File: src/rtl/mrv32_ifu.sv
// MRV32 instruction fetch unit: holds the fetch PC, issues one outstanding
// word read at a time and buffers responses in a small FIFO for decode.
module mrv32_ifu #(
    parameter logic [31:0] RESET_PC   = 32'h0000_0000,
    parameter int          FIFO_DEPTH = 2
) (
    input  logic        clk,
    input  logic        rst_n,
    output logic        imem_req_valid,
    input  logic        imem_req_ready,
    output logic [31:0] imem_req_addr,
    input  logic        imem_rsp_valid,
    input  logic [31:0] imem_rsp_data,
    input  logic        imem_rsp_err,
    input  logic        redirect_valid,
    input  logic [31:0] redirect_pc,
    output logic        instr_valid,
    input  logic        instr_ready,
    output logic [31:0] instr,
    output logic [31:0] instr_pc,
    output logic        instr_fault
);
    localparam int               PTR_W     = (FIFO_DEPTH > 1) ? $clog2(FIFO_DEPTH) : 1;
    localparam int               CNT_W     = PTR_W + 1;
    localparam logic [CNT_W-1:0] DEPTH_CNT = CNT_W'(FIFO_DEPTH);

    typedef enum logic [1:0] {
        S_FETCH,
        S_WAIT,
        S_FLUSH_WAIT,
        S_HALT
    } state_e;

    typedef struct packed {
        logic [31:0] data;
        logic [31:0] pc;
        logic        fault;
    } entry_t;

    state_e           state_q, state_d;
    logic [31:0]      fetch_pc_q, fetch_pc_d;
    entry_t           fifo_q [FIFO_DEPTH];
    entry_t           fifo_d [FIFO_DEPTH];
    logic [PTR_W-1:0] wr_ptr_q, wr_ptr_d;
    logic [PTR_W-1:0] rd_ptr_q, rd_ptr_d;
    logic [CNT_W-1:0] count_q, count_d;
    entry_t           head_q, head_d;

    logic   fifo_full;
    logic   pc_misaligned;
    logic   req_fire;
    logic   pop;
    logic   push;
    entry_t push_entry;

    assign fifo_full     = (count_q == DEPTH_CNT);
    assign pc_misaligned = |fetch_pc_q[1:0];
    // Gated by rst_n so no request is presented while reset is held.
    assign imem_req_valid = rst_n && (state_q == S_FETCH) && !fifo_full && !pc_misaligned;
    assign imem_req_addr  = fetch_pc_q;
    assign req_fire       = imem_req_valid && imem_req_ready;

    assign instr_valid = (count_q != '0);
    assign pop         = instr_valid && instr_ready;
    assign instr       = head_q.data;
    assign instr_pc    = head_q.pc;
    assign instr_fault = head_q.fault;

    always_comb begin
        // NOTE: every always_comb output is defaulted first so no latch is inferred.
        state_d    = state_q;
        fetch_pc_d = fetch_pc_q;
        push       = 1'b0;
        push_entry = '0;

        case (state_q)
            S_FETCH: begin
                if (req_fire) begin
                    state_d    = S_WAIT;
                    fetch_pc_d = fetch_pc_q + 32'd4;
                end else if (pc_misaligned && !fifo_full) begin
                    push       = 1'b1;
                    push_entry = '{data: 32'h0, pc: fetch_pc_q, fault: 1'b1};
                    state_d    = S_HALT;
                end
            end
            S_WAIT: begin
                if (imem_rsp_valid) begin
                    push       = 1'b1;
                    push_entry = '{data: imem_rsp_data, pc: fetch_pc_q - 32'd4, fault: imem_rsp_err};
                    state_d    = imem_rsp_err ? S_HALT : S_FETCH;
                end
            end
            S_FLUSH_WAIT: begin
                if (imem_rsp_valid) state_d = S_FETCH;
            end
            default: ;
        endcase

        // A request still in flight after this edge must have its response dropped.
        if (redirect_valid) begin
            push       = 1'b0;
            fetch_pc_d = redirect_pc;
            if (req_fire ||
                (((state_q == S_WAIT) || (state_q == S_FLUSH_WAIT)) && !imem_rsp_valid))
                state_d = S_FLUSH_WAIT;
            else
                state_d = S_FETCH;
        end
    end

    always_comb begin
        fifo_d   = fifo_q;
        wr_ptr_d = wr_ptr_q;
        rd_ptr_d = rd_ptr_q;
        count_d  = count_q;
        head_d   = head_q;

        if (redirect_valid) begin
            wr_ptr_d = '0;
            rd_ptr_d = '0;
            count_d  = '0;
        end else begin
            if (push) begin
                fifo_d[wr_ptr_q] = push_entry;
                wr_ptr_d         = wr_ptr_q + PTR_W'(1);
            end
            if (pop) rd_ptr_d = rd_ptr_q + PTR_W'(1);
            count_d = count_q + CNT_W'(push) - CNT_W'(pop);
        end

        // Head outputs are registered and simply hold while the FIFO is empty.
        if (count_d != '0) head_d = fifo_d[rd_ptr_d];
    end

    always_ff @(posedge clk) begin
        // NOTE: sequential state uses non-blocking assignments so all flops sample pre-edge values.
        if (!rst_n) begin
            state_q    <= S_FETCH;
            fetch_pc_q <= RESET_PC;
            wr_ptr_q   <= '0;
            rd_ptr_q   <= '0;
            count_q    <= '0;
            head_q     <= '0;
        end else begin
            state_q    <= state_d;
            fetch_pc_q <= fetch_pc_d;
            wr_ptr_q   <= wr_ptr_d;
            rd_ptr_q   <= rd_ptr_d;
            count_q    <= count_d;
            head_q     <= head_d;
        end
    end

    // NOTE: FIFO storage is deliberately not reset; count_q guards every read of it.
    always_ff @(posedge clk) begin
        fifo_q <= fifo_d;
    end

endmodule

File: config.mk
export PLATFORM = sky130hd
export DESIGN_NAME = mrv32_ifu
export DESIGN_NICKNAME = d
export VERILOG_FILES = /design/src/rtl/mrv32_ifu.sv
export SDC_FILE = /design/constraint.sdc
export NUM_CORES = 1
export LEC_CHECK = 0
export CAP_MARGIN = 10
export CORE_UTILIZATION = 49
export DETAILED_ROUTE_END_ITERATION = 12
export PLACE_DENSITY = 0.77
export SLEW_MARGIN = 20
export SYNTH_ARGS = -nofsm -noshare
export SYNTH_HDL_FRONTEND = slang
export SYNTH_SLANG_ARGS = --single-unit
File: constraint.sdc
create_clock -name clk -period 3.55 [get_ports clk]
set_input_delay 0.71 -clock clk [delete_from_list [all_inputs] [get_ports clk]]
set_output_delay 0.71 -clock clk [all_outputs]
set_load 0.01 [all_outputs]
**Word-level counts from Yosys, hierarchy flattened**

Index checks and enable logic that the tools add are counted.

- Bits of input ports: 71
- Flip-flop bits (word level): 233
- Output and inout port bits: 99
- Logic and storage cells: 86

- Muxes and demuxes: 31
- Equality and inequality tests: 6
- Bitwise operators: 3
- Add/subtract/negate cells: 6
- Order comparisons: 3
- Reductions and logical operators: 23

Operators with widths:

| operator | count |
|---|---|
| $mux 65 | 5 |
| $mux 130 | 2 |
| $bwmux 130 | 1 |
| $pmux 65 s2 | 1 |
| $mux 32 | 3 |
| $mux 33 | 2 |
| $demux 65 s1 | 1 |
| $add 32x3->32 const B | 1 |
| $sub 32x3->32 const B | 1 |
| $mux 2 | 8 |
| $logic_and 1x1->1 | 8 |
| $reduce_bool 2->1 | 4 |
| $mux 1 | 6 |
| $ne 3x3->1 const B | 2 |
| $pmux 2 s3 | 1 |
| $eq 2x2->1 const B | 2 |
| $ge 2x2->1 const B | 2 |
| $ne 4x3->1 const B | 1 |
| $not 1->2 | 2 |
| $reduce_and 4->1 | 1 |
| $reduce_bool 4->1 | 1 |
| $reduce_or 2->1 | 2 |
| $logic_not 1->1 | 3 |
| $add 1x1->1 const B | 2 |
| 9 further kinds | 10 |

**Logic depth before layout (Yosys ltp)**

Gate-level depths: netlist of the first run.

- Depth after elaboration: 13
- Depth in mapped cells: 17
- Gate-level depth less buffers: 13

**Worst setup path after synthesis of the first run**

OpenSTA, ideal clock, no wires.

- Path kind: input to register
- From: input imem_rsp_valid
- To: register head_q (netlist bit instr_pc[3])
- Stages: 14
- Path buffers: 5
- Setup slack: -56 ps
- Arrival: 3,519 ps
- Required time: 3,463 ps
- Setup time: 87 ps
- Path through: and2_1 clkbuf_1 buf_2 buf_1 o21ai_0 ha_1 inv_1 ha_1 xor3_1 o21ai_1 clkbuf_1 clkbuf_1 nand3_1 o31ai_1

- Word-level cells in the longest chain between the ends: 8
- Elaborated cells on any way between the ends: 15
- Those cells by class: add/sub: 2; mux: 12; reduce/logical: 1

Ends and longest elaborated chain:

| what | line | RTL |
|---|---|---|
| start: declaration | 12 | `input logic imem_rsp_valid,` |
| parallel branches: the longest is 8 deep, another holds $add 2x1->2 | - |  |
| end signal: assignment | 144 | `head_q <= '0;` |
| end signal: assignment | 151 | `head_q <= head_d;` |
| end: declaration | 47 | `entry_t head_q, head_d;` |

Several ways; the timed one is not identified. The select of a mux whose other input is x is not followed.
A chain may end at the register's enable or synchronous reset.

**Final worst setup path of the first run**

- From: register fetch_pc_q[1] (netlist: imem_req_addr[1])
- To: register head_q (netlist bit instr[26])

- Word-level cells in the longest chain between the ends: 12
- Elaborated cells on any way between the ends: 18
- Those cells by class: add/sub: 2; mux: 10; reduce/logical: 6

Ends and longest elaborated chain:

| what | line | RTL |
|---|---|---|
| start: declaration | 41 | `logic [31:0] fetch_pc_q, fetch_pc_d;` |
| start signal: assignment | 147 | `fetch_pc_q <= fetch_pc_d;` |
| $reduce_or 2->1 * | 57 | `assign pc_misaligned = \|fetch_pc_q[1:0];` |
| $logic_not 1->1 | 59 | `assign imem_req_valid = rst_n && (state_q == S_FETCH) && !fifo_full && !pc_misaligned;` |
| $logic_and 1x1->1 | 59 |  |
| $logic_and 1x1->1 | 61 | `assign req_fire = imem_req_valid && imem_req_ready;` |
| $mux 1 * | 78 | `if (req_fire) begin` |
| $pmux 1 s2 * | 76 | `case (state_q)` |
| $mux 1 * | 101 | `if (redirect_valid) begin` |
| parallel branches: the longest is 5 deep, another holds $add 2x1->2 | - |  |

Mark *: on every way between the ends. The select of a mux whose other input is x is not followed.

==> results of run 1 <==
cell type report:
cell class | instances | share of cell area
clock buffers | 31 | 0.05087
clock inverters | 16 | 0.01638
inverters | 10 | 0.002730
multi-input cells | 914 | 0.4131
flip-flops and latches | 233 | 0.3393
well taps | 280 | 0.02548
repair buffers | 214 | 0.1522
flip-flops by register name (all words and copies together), names as in the netlist:
name / cells
fifo_q: 130
imem_req_addr: 32
instr: 32
instr_pc: 32
count_q: 2
state_q: 2
instr_fault: 1
rd_ptr_q: 1
wr_ptr_q: 1
kinds of logic (layout without fill, tap and decap cells):
kind of cell,Yosys count,after routing
adders and majority gates,7,7
DFF,233,233
AOI/OAI and AO/OA,454,454
buffers and inverters,135,271
and+or+nand+nor,402,402
muxes,16,16
xor gates and xnor gates,35,35
layer usage:
metal / vias to the layer above / wire [um] / share of wire / GRT usage
li1: 4955 / - / - / -
met5: - / 0 / 0 / 0
met3: 59 / 2383 / 0.074 / 0.04277
met2: 388 / 14350 / 0.45 / 0.4390
met1: 4900 / 14510 / 0.45 / 0.4025
met4: 0 / 773 / 0.024 / 0.08800
power by group:
group          switching [mW]  leakage, nW  internal, mW
clock                    1.11        0.454          1.77
sequential              0.210         1.90          2.96
combinational           0.805         3.14         0.640
total                    2.13         5.50          5.37
synth_stat cells (all sizes together), types with 20 or more instances:
cell	count	share of area
dfxtp	233	0.43
o21ai	139	0.064
nand2	135	0.047
clkbuf	88	0.030
a21oi	83	0.040
nor2	77	0.027
nor3	53	0.025
buf	37	0.018
a211o	36	0.029
nand3	36	0.017
a21o	35	0.024
o211ai	34	0.023
a211oi	24	0.018
and3	22	0.013
xor2	20	0.016
critical path, delay by kind of cell, from the launching register on:
| family | cells | cell delay [ns] |
|---|---|---|
| buffers and inverters | 2 | 0.46 |
| AO/OA/AOI/OAI | 3 | 0.61 |
| flip-flops | 1 | 0.30 |
| XOR/XNOR | 1 | 0.23 |
| AND/OR/NAND/NOR | 4 | 1.08 |
| adder cells (fa/ha/maj) | 2 | 0.43 |
path summary, 6_finish.rpt:
check | slack, ns | from | cells after the start | to
hold / removal | 0.44 | fifo_q[1] | 2 | fifo_q[1]
hold reg to reg | 0.44 | fifo_q[1] | 2 | fifo_q[1]
setup / recovery | 0.32 | imem_req_addr[1] | 12 | instr[26]
setup reg to reg | 0.32 | imem_req_addr[1] | 12 | instr[26]
stage by stage:
stage,hold WS (ns),setup TNS (ns),instance area (sq um)
4_1_cts,0.4500,0,13750
3_3_place_gp,0.4240,0,12820
6_report,0.4439,0,13750
3_5_place_dp,0.4356,-0.2313,12820
5_1_grt,0.4710,0,13750
2_1_floorplan,0.4097,0,10880
==> metrics.csv, run 1 <==
metric,value,unit
Yosys reg bits,233,
setup slack after layout,0.3245,ns
outcome,"finished, final reports clean",
Initial Utilization,0.4983,
Worst EP required,4.00,ns
Yosys cell types,78,
DP HPWL,20990,um
DR DRC count,0,
largest family of logic cells by synthesized area,compound AO/OA/AOI/OAI gates,
Max H-tree Level,1,
CTS Buf Count,26,
Setup Buffers After CTS,0,
clock skew,0.01809,ns
crit-path max FO,24,
Area Growth Syn to Fin,26.42,%
Clock Tree Buf Depth,3,
RSZ-0062 raised after global routing,no,
critical-path cell list,"or2_1, and3_1, o21ai_0, ha_1, inv_1, ha_1, xor3_1, nor2_1, nor2_4, buf_4, o211ai_1, a21oi_1",
Slew HR,0.3465,
minimum clock period,3.226,ns
Max stage delay on crit path,0.42,ns
number of global-route vias before repair,9679,
proportion of layout cells with a drive suffix above 1,0.08886,
DR pass1 iterations,4,
first-pass GRT wire length,51690,um
sequential area share after synthesis,0.4289,
Die Y,151.0,um
"non-filler cells, final",1698,
initial antenna violation count,1,
post-synthesis mux area share,0.01519,
crit path kind,reg2reg,
max-slew violation count,0,
FILL cells,1831,
simple-gate share of the synthesized area,0.1851,
fmax,0.3100,GHz
syn avg cell area,8.483,sq um
Worst path slowest cell,nor2_4,
Ant. Diodes,0,
Total GRT Usage,0.2831,
fin nets,1477,
post-synthesis adder-cell area fraction,0.008053,
clock latency on the worst-skew pair,0.54,ns
final hold vios,0,
ys async rst share,0,
cell chosen for the clock root,clkbuf_16,
Cell Pwr Density,545.4,mW/mm^2
final worst-path cycle share,0.9086,
Resize count post-CTS,0,
compound-cell area share of the yosys netlist,0.2809,
area of the mapped netlist,0.01088,sq mm
Synth warnings,0,
largest net degree at the start of global routing,66,
crit start category,register,
Hold WC Path Type,reg2reg,
final WL,32020,um
FP Rows,54,
CTS tree,done,
Post-Synth XOR/XNOR Area,0.02957,
number of synthesized flops with an enable pin,0,
post-route ant nets,0,
Worst Max-Slew Pin Slew,0.9530,ns
Die W,151.0,um
static leakage,5.500,nW
1st-iter DRT viols,840,
top_reg_cell synth,dfxtp_1,
CP Capture Type,register,
"commonest cells after routing, fill and taps aside","dfxtp_1 (233), clkdlybuf4s50_1 (169), nand2_1 (135)",
Setup WS pre-CTS,-0.04829,ns
Vias,10300,
"commonest non-fill, non-tap cell in the layout",dfxtp_1,
clock transition at the registers of the reported paths,0.06,ns
CP dominant cell by count,ha_1,
Sink Count,233,
Via-to-Cell Ratio,6.067,
total grt overflow,0,
syn_nets,1360,
PortBufs,169,
GP Congestion,0.8612,
VDD IR max,0.3541,mV
placed insts,1651,
"Setup violations, final",0,
core outline area,0.02182,sq mm
utilization after layout,0.6300,
hold buffers post-CTS,0,
Syn Inst Count,1282,
"Data arrival, critical path",3.68,ns
area of the multi-input gates,0.005679,sq mm
Power Total,7.499,mW
Register Area,0.004664,sq mm
die area,0.02280,sq mm
max-cap violation count,0,
io pins,170,
WL per Instance,18.86,um
Power figures use the tool's default switching activity.
==> inputs of run 2 (changes only) <==
--- a/config.mk
+++ b/config.mk
@@ -6,6 +6,7 @@
 export NUM_CORES = 1
 export LEC_CHECK = 0
 export CAP_MARGIN = 10
+export CORE_ASPECT_RATIO = 1.25
 export CORE_UTILIZATION = 49
 export DETAILED_ROUTE_END_ITERATION = 12
 export PLACE_DENSITY = 0.77
==> metrics.csv, run 2 (synthesis gave the netlist of run 1 again) <==
metric,value,unit
outcome,"finished, final reports clean",
"Buf+Inv Stages, Crit Path",3,
DP HPWL,21050,um
setup TNS,0,ns
Slew HR,0.5006,
total grt overflow,0,
Register Area,0.004664,sq mm
worst hold path cell count,2,
fin nets,1474,
DR pass1 iterations,5,
Sink Count,233,
Die Y,168.6,um
largest net degree at the start of global routing,60,
core outline area,0.02162,sq mm
crit-path max FO,23,
utilization after layout,0.6300,
Resize count post-CTS,0,
hold endpoint,fifo_q[74],
proportion of layout cells with a drive suffix above 1,0.08428,
Area Growth Syn to Fin,25.24,%
R2R depth,13,
Hold WC Path Type,reg2reg,
clock skew,0.006411,ns
Largest Register,fifo_q,
Metal-1 WL,13170,um
CTS Buf Count,24,
Setup Buffers After CTS,0,
"Setup violations, final",0,
clock latency on the worst-skew pair,0.52,ns
"commonest cells after routing, fill and taps aside","dfxtp_1 (233), clkdlybuf4s50_1 (169), nand2_1 (135)",
dpl cell area,0.01280,sq mm
"Data arrival, critical path",3.58,ns
fmax,0.3180,GHz
Total GRT Usage,0.2742,
final hold vios,0,
Clock Tree Buf Depth,3,
first-pass GRT wire length,50620,um
max-slew violation count,0,
static leakage,5.444,nW
Via-to-Cell Ratio,6.149,
Final Cell Area,0.01362,sq mm
PortBufs,169,
Worst path slowest cell,xor3_1,
RSZ-0062 raised after global routing,no,
cell chosen for the clock root,clkbuf_16,
FILL cells,1836,
GP Congestion,0.8754,
"CP delay by family, top",adder cells,
critical-path cell list,"inv_1, ha_1, and3_1, o21ai_0, ha_1, inv_1, ha_1, xor3_1, nor2_1, nor2_4, buf_4, o211ai_1, a21oi_1",
final worst-path cycle share,0.8859,
post-route ant nets,0,
Worst EP required,3.99,ns
initial antenna violation count,0,
Initial Utilization,0.5030,
final WL,31670,um
area of the multi-input gates,0.005679,sq mm
Max H-tree Level,1,
Cell Pwr Density,528.8,mW/mm^2
met3 routed WL,2028,um
io pins,170,
CTS tree,done,
"commonest non-fill, non-tap cell in the layout",dfxtp_1,
number of global-route vias before repair,9881,
crit start category,register,
hold_sp,fifo_q[74],
CP Depth,13,
Ant. Diodes,0,
hold buffers post-CTS,0,
R2R Path Start,state_q[0],
minimum clock period,3.145,ns
Max stage delay on crit path,0.39,ns
VDD IR max,0.4285,mV
Met2 Wirelength,15520,um
Vias,10400,
die area,0.02280,sq mm
DR DRC count,0,
clock transition at the registers of the reported paths,0.06,ns
Die W,135.3,um
crit path kind,reg2reg,
1st-iter DRT viols,749,
flop2flop setup slack,0.41,ns
DR top layer,met4,
WL per Instance,18.73,um
CP Capture Type,register,
max reg flops,130,
FP Rows,60,
Worst Max-Slew Pin Slew,0.7422,ns
max-cap violation count,0,
CP dominant cell by count,ha_1,
Reg2Reg Capture Point,instr[17],
## run 2: changes by cell type in the layout (fill, tap and decap cells not counted)
| cell | delta |
|---|---|
| clkinvlp_4 | -2 |
| clkinv_2 | -2 |
| inv_6 | -1 |
| bufinv_16 | -3 |
| clkbuf_16 | -1 |
| clkinv_8 | -1 |
| clkbuf_8 | +4 |
| clkbuf_1 | +1 |
| buf_12 | -1 |
## run 2: how the worst max path moves through the flow
| stage | start | end |
|---|---|---|
| CTS | state_q[1] | instr[17] |
| finish | state_q[0] | instr[17] |
| global placement | imem_rsp_valid | instr[26] |
| detailed placement | imem_rsp_valid | instr[17] |
| global route | state_q[1] | instr_pc[15] |
| floorplan | imem_rsp_valid | instr_pc[3] |
## run 2: per-layer routing
metal | vias up | track usage
met2 | 422 | 0.4734
met5 | - | 0
met4 | 0 | 0.1207
met1 | 4966 | 0.3404
met3 | 75 | 0.03294
li1 | 4935 | -
## run 2: area by class of cell
type	count	share of cell area
Tap cell	279	0.02563
Timing Repair Buffer	213	0.1521
Clock inverter	7	0.006247
Multi-Input combinational cell	914	0.4170
Clock buffer	35	0.05383
Sequential cell	233	0.3425
Inverter	10	0.002756
## run 2: worst reg2reg max path, cell delays in order (launching register included)
cell	delay, ns
dfxtp_1	0.32
inv_1	0.08
ha_1	0.35
and3_1	0.25
o21ai_0	0.11
ha_1	0.28
inv_1	0.04
ha_1	0.19
xor3_1	0.39
nor2_1	0.10
nor2_4	0.27
buf_4	0.36
o211ai_1	0.16
a21oi_1	0.18
## run 2: through the flow
step	setup WS (ns)	hold slack [ns]	power (mW)	std cells
after floorplan	0.03965	0.4097	4.078	1282
after global placement	0.1871	0.4206	4.583	1649
after detailed placement	0.08253	0.4281	4.629	1649
after CTS	0.4000	0.4422	7.206	1691
after global routing	0.1830	0.4691	7.489	1691
final	0.4052	0.4428	7.203	1691
## run 2: power breakdown
group / switching, mW / internal [mW]
sequential: 0.207 / 2.96
clock: 1.03 / 1.57
combinational: 0.806 / 0.629
total: 2.05 / 5.16
